**src/rtl/display_select_sequencer.sv**
```systemverilog
// Display mux select sequencer: debounced manual stepping or timed auto scan
// with blanking between sources, plus freeze, direct load and wrap pulse.
module display_select_sequencer #(
    parameter int unsigned NUM_SELECTS     = 21,
    parameter int unsigned DWELL_CYCLES    = 50_000_000,
    parameter int unsigned BLANK_CYCLES    = 5_000_000,
    parameter int unsigned DEBOUNCE_CYCLES = 1_000_000
) (
    input  logic       Clock,
    input  logic       Reset_n,
    input  logic       Step_n,
    input  logic       Auto_Mode,
    input  logic       Freeze,
    input  logic       Load,
    input  logic [4:0] Load_Value,
    output logic [4:0] Display_Select,
    output logic       Display_Enable,
    output logic       Scan_Wrap,
    output logic [1:0] State_Out
);

    localparam int unsigned SEL_W   = 5;
    localparam int unsigned DWELL_W = (DWELL_CYCLES > 1)    ? $clog2(DWELL_CYCLES)    : 1;
    localparam int unsigned BLANK_W = (BLANK_CYCLES > 1)    ? $clog2(BLANK_CYCLES)    : 1;
    localparam int unsigned DEB_W   = (DEBOUNCE_CYCLES > 1) ? $clog2(DEBOUNCE_CYCLES) : 1;

    localparam logic [SEL_W-1:0]   SEL_LAST   = SEL_W'(NUM_SELECTS - 1);
    localparam logic [DWELL_W-1:0] DWELL_LAST = DWELL_W'(DWELL_CYCLES - 1);
    localparam logic [BLANK_W-1:0] BLANK_LAST = BLANK_W'(BLANK_CYCLES - 1);
    localparam logic [DEB_W-1:0]   DEB_LAST   = DEB_W'(DEBOUNCE_CYCLES - 1);

    typedef enum logic [1:0] {
        ST_MANUAL = 2'd0,
        ST_SHOW   = 2'd1,
        ST_BLANK  = 2'd2
    } state_t;

    // Pushbutton conditioning
    logic             sync_1;
    logic             sync_2;
    logic             deb_level;
    logic [DEB_W-1:0] deb_cnt;
    logic             step_pulse;

    // Sequencer state
    state_t             state;
    state_t             state_nxt;
    logic [SEL_W-1:0]   sel;
    logic [SEL_W-1:0]   sel_nxt;
    logic               enable;
    logic               wrap;
    logic               wrap_nxt;
    logic [DWELL_W-1:0] dwell;
    logic [DWELL_W-1:0] dwell_nxt;
    logic [BLANK_W-1:0] blank;
    logic [BLANK_W-1:0] blank_nxt;

    logic [SEL_W-1:0]   adv_sel;
    logic               adv_wrap;
    logic               load_ok;

    // Synchronize the raw button, then require DEBOUNCE_CYCLES of disagreement before flipping
    always_ff @(posedge Clock or negedge Reset_n) begin
        if (!Reset_n) begin
            sync_1     <= 1'b1;
            sync_2     <= 1'b1;
            deb_level  <= 1'b1;
            deb_cnt    <= '0;
            step_pulse <= 1'b0;
        end else begin
            sync_1     <= Step_n;
            sync_2     <= sync_1;
            step_pulse <= 1'b0;
            if (sync_2 == deb_level) begin
                deb_cnt <= '0;
            end else if (deb_cnt == DEB_LAST) begin
                deb_level  <= sync_2;
                deb_cnt    <= '0;
                // Only a press (1 -> 0) produces a step event
                step_pulse <= deb_level;
            end else begin
                deb_cnt <= deb_cnt + DEB_W'(1);
            end
        end
    end

    assign adv_wrap = (sel == SEL_LAST);
    assign adv_sel  = adv_wrap ? '0 : sel + SEL_W'(1);
    assign load_ok  = Load && (32'(Load_Value) < NUM_SELECTS);

    // Sequencer state register
    always_ff @(posedge Clock or negedge Reset_n) begin
        if (!Reset_n) begin
            state  <= ST_MANUAL;
            sel    <= '0;
            enable <= 1'b0;
            wrap   <= 1'b0;
            dwell  <= '0;
            blank  <= '0;
        end else begin
            state  <= state_nxt;
            sel    <= sel_nxt;
            enable <= (state_nxt == ST_BLANK);
            wrap   <= wrap_nxt;
            dwell  <= dwell_nxt;
            blank  <= blank_nxt;
        end
    end

    // Next state: Freeze > Load > auto exit > step > timers
    always_comb begin
        state_nxt = state;
        sel_nxt   = sel;
        wrap_nxt  = 1'b0;
        dwell_nxt = dwell;
        blank_nxt = blank;

        if (Freeze) begin
            state_nxt = state;
        end else if (load_ok) begin
            sel_nxt = Load_Value;
            if (state != ST_MANUAL) begin
                state_nxt = ST_SHOW;
                dwell_nxt = '0;
            end
        end else if ((state != ST_MANUAL) && !Auto_Mode) begin
            state_nxt = ST_MANUAL;
        end else begin
            case (state)
                ST_MANUAL: begin
                    if (step_pulse) begin
                        sel_nxt  = adv_sel;
                        wrap_nxt = adv_wrap;
                    end
                    if (Auto_Mode) begin
                        state_nxt = ST_SHOW;
                        dwell_nxt = '0;
                    end
                end
                ST_SHOW: begin
                    if (step_pulse) begin
                        sel_nxt   = adv_sel;
                        wrap_nxt  = adv_wrap;
                        dwell_nxt = '0;
                    end else if (dwell == DWELL_LAST) begin
                        state_nxt = ST_BLANK;
                        blank_nxt = '0;
                    end else begin
                        dwell_nxt = dwell + DWELL_W'(1);
                    end
                end
                ST_BLANK: begin
                    if (blank == BLANK_LAST) begin
                        sel_nxt   = adv_sel;
                        wrap_nxt  = adv_wrap;
                        state_nxt = ST_SHOW;
                        dwell_nxt = '0;
                    end else begin
                        blank_nxt = blank + BLANK_W'(1);
                    end
                end
                default: begin
                    state_nxt = ST_MANUAL;
                end
            endcase
        end
    end

    assign Display_Select = sel;
    assign Display_Enable = enable;
    assign Scan_Wrap      = wrap;
    assign State_Out      = state;

endmodule

```
**config.mk**
```make
export PLATFORM = sky130hd
export DESIGN_NAME = display_select_sequencer
export DESIGN_NICKNAME = d
export VERILOG_FILES = /design/src/rtl/display_select_sequencer.sv
export SDC_FILE = /design/constraint.sdc
export NUM_CORES = 1
export LEC_CHECK = 0
export ABC_CLOCK_PERIOD_IN_PS = 7300
export CELL_PAD_IN_SITES_DETAIL_PLACEMENT = 0
export CELL_PAD_IN_SITES_GLOBAL_PLACEMENT = 2
export CORE_ASPECT_RATIO = 0.6
export CORE_UTILIZATION = 43
export CTS_CLUSTER_DIAMETER = 200
export DETAILED_ROUTE_END_ITERATION = 12
export DONT_BUFFER_PORTS = 1
export PLACE_DENSITY = 0.85
export SLEW_MARGIN = 5
export SYNTH_ARGS = -nofsm -noshare
export SYNTH_HDL_FRONTEND = slang
export SYNTH_SLANG_ARGS = --single-unit
export TNS_END_PERCENT = 100
```
**constraint.sdc**
```tcl
create_clock -name Clock -period 7.3 [get_ports Clock]
set_input_delay 0.73 -clock Clock [delete_from_list [all_inputs] [get_ports Clock]]
set_output_delay 0.73 -clock Clock [all_outputs]
set_load 0.02 [all_outputs]
```
==> flow_summary.json <==
{
  "ys_seq_elements": 82,
  "power.total_w": 0.00120,
  "grtUsageTotal_pct": 21.7,
  "rrSetupSlack_ns": 4.13,
  "cp_max_fo": 18,
  "grtUsageMet3_pct": 4.52,
  "power_switching_w": 0.000359,
  "clock.fmax_ghz": 0.315,
  "grt_busiest_layer": "met1",
  "worstHoldPathType": "primary input to asynchronous set/reset pin",
  "setup_viol": 0,
  "cts.clk_slew.worst_paths_ns": 0.07,
  "p_comb_share_pct": 14.6,
  "cts_tree": "done",
  "fin_nets": 540,
  "grtUsageMet2_pct": 27.6,
  "p_clk_share_pct": 42.0,
  "grt_pass1_vias": 3398,
  "synth.most_common_cell": "dfrtp_1",
  "row_count": 29,
  "cpMaxStageDelayCell": "nor4b_4",
  "core_sq_um": 10600,
  "drt_iter0_drc": 255,
  "first_pass_iters": 5,
  "cts-root-buf": "clkbuf_16",
  "groute.layer.met1.usage_pct": 35.4,
  "synth_area_sq_um": 4670,
  "switching_share_pct": 29.9,
  "crit_buf_inv": 0,
  "finalSetupTns_ns": 0,
  "status": "complete, no violations",
  "p_leak_nw": 2.05,
  "synthDistinctLibCells": 56,
  "period_share_pct": 43.5,
  "cts_num_sinks": 82,
  "cts_setup_buffers": 0,
  "synth_common_cells": "dfrtp_1, o21ai_0, nor2_1, nand2_1, nand3_1",
  "critPathKind": "flip-flop to flip-flop",
  "dp_hpwl_microns": 7820,
  "rsz0062_at_grt": "no",
  "crit_chain": "or4b_1, or4_4, o31ai_4, nor4b_4, nand4_1, o21ai_0",
  "synth_top_cell_by_area": "dfrtp_1",
  "start_util_pct": 44.2,
  "clock_path_buffers": 2,
  "peakVddDrop_v": 0.000150,
  "cts.repair.resized": 0,
  "grt_pass1_wl_microns": 18600,
  "ant_nets": 0,
  "drc_errors": 0,
  "die_y_microns": 82.7,
  "routedWlPerCell_microns": 17.5,
  "worstReg2RegStart": "blank[15]",
  "syn_inst": 526,
  "powerDensity_nw_per_um2": 235,
  "synth_fp_nets": 546,
  "worstPathArrival_ns": 3.43,
  "power.internal_w": 0.000845,
  "critPathLaunchType": "flip-flop",
  "grt_antenna_before_repair": 0,
  "drv_slew": 0,
  "avgSynthCellArea_sq_um": 8.88,
  "fin_crit_ns": 3.17,
  "skew_ns": 0.00745,
  "ys_warn_count": 0,
  "grt_max_degree": 83,
  "cts_made_buffers": 9,
  "cts-htree-levels": 3,
  "io_pins": 20,
  "vias": 4024,
  "port_buffers": 0,
  "end_kind": "flip-flop",
  "drive_gt1_share_pct": 5.90,
  "synth_top_area_share_pct": 42.3,
  "cpPeakStageDelay_ns": 0.85,
  "maxCapViolCount": 0,
  "routed_wl_microns": 11600,
  "avgViaCountPerCell": 6.06,
  "path_delay_family": "simple AND/OR/NAND/NOR gates",
  "cts_hold_buf": 0,
  "gp_congestion": 0.805,
  "critPathRequiredTime_ns": 7.56,
  "synthArstFlopShare_pct": 100,
  "synth_edf_count": 0,
  "ys.flop_type": "dfrtp_1",
  "hold_viol": 0,
  "relSlewSlack_pct": 30.9,
  "die_x_microns": 137,
  "power_frac_seq_pct": 43.5,
  "ys_seq_area_share_pct": 44.0,
  "grt.overflow.total": 0,
  "clk_latency_ns": 0.34,
  "tightest_slew_ns": 1.02,
  "dieArea_sq_um": 11300,
  "critPathLaunch": "blank[15]",
  "syn_to_final_growth_pct": 9.49,
  "synth.area.top_cells": "dfrtp_1, o21ai_0, nor2_1, nand3_1, o31ai_1",
  "n_antenna_cell": 0
}
[worst register-to-register path, delay by kind of cell (launching register included)]
family | cells | cell delay [ns]
and+or+nand+nor | 4 | 2.18
AOI/OAI and AO/OA | 2 | 0.48
DFF | 1 | 0.42
[power by group through the flow]
stage	combinational [W]	clock, W	sequential, W
5_1_grt	0.000199	0.000539	0.000528
3_3_place_gp	0.000172	0	0.000531
6_report	0.000175	0.000505	0.000524
2_1_floorplan	0.000139	0	0.000522
4_1_cts	0.000173	0.000517	0.000523
3_5_place_dp	0.000173	0	0.000532
[flip-flops by register name, summed over array words and instances (netlist names)]
register and cells:
dwell 26, blank 23, deb_cnt 20, Display_Select 5
State_Out 2, Display_Enable 1, Scan_Wrap 1, deb_level 1
step_pulse 1, sync_1 1, sync_2 1
[kinds of logic (layout without fill, tap and decap cells)]
family                     Yosys count  in the layout  synth area share [%]
and+or+nand+nor                    233            233                  27.5
AOI/OAI and AO/OA                  148            148                  19.2
DFF                                 82             82                  44.0
buffers and inverters               33             32                  2.81
xor gates and xnor gates            19             19                  3.56
adders and majority gates            9              9                  2.41
muxes                                2              2                 0.456
[placed cells by master, fill, tap and decap left out, types with 11 or more instances in the layout]
master and count:
and2_1 14, nand2_1 33, inv_1 12, o31ai_1 17
a31oi_1 11, and3_1 18, o21ai_0 65, nor2_1 63
dfrtp_1 79, nand4_1 17, nand3_1 30, a21oi_1 24
[worst paths after layout]
check	depth (start not counted)	endpoint
min	0	Display_Select[0]
min in group Clock	0	sync_2
max	6	dwell[24]
min reg2reg	0	sync_2
max reg2reg	6	dwell[24]
max in group asynchronous	0	sync_2
[metal layers]
metal / routed length (microns) / up-vias
met5: 0 / -
met4: 94 / 0
met3: 562 / 8
met2: 4360 / 106
met1: 6620 / 1957
li1: - / 1953
[stage by stage]
| step | cell area [sq um] | setup slack (ns) | utilization [%] | hold slack [ns] | std cells |
|---|---|---|---|---|---|
| finish | 5110 | 4.13 | 48.4 | 0.0817 | 664 |
| global route | 5110 | 3.82 | 48.4 | 0.0655 | 664 |
| CTS | 5110 | 4.11 | 48.4 | 0.0668 | 664 |
| detailed placement | 4790 | 3.88 | 45.3 | 0.355 | 648 |
| global placement | 4790 | 4.00 | 45.3 | 0.350 | 648 |
| floorplan | 4670 | 4.74 | - | 0.345 | 526 |
[area by class of cell]
type / instances / area [sq um]
multi-input cells: 411 / 2480
clock buffers: 9 / 225
fillers: 975 / 5450
repair buffers: 4 / 30.0
inverters: 12 / 45.0
well taps: 139 / 174
flip-flops and latches: 82 / 2060
clock inverters: 7 / 100
No activity file was read; power rests on OpenSTA's default activity.
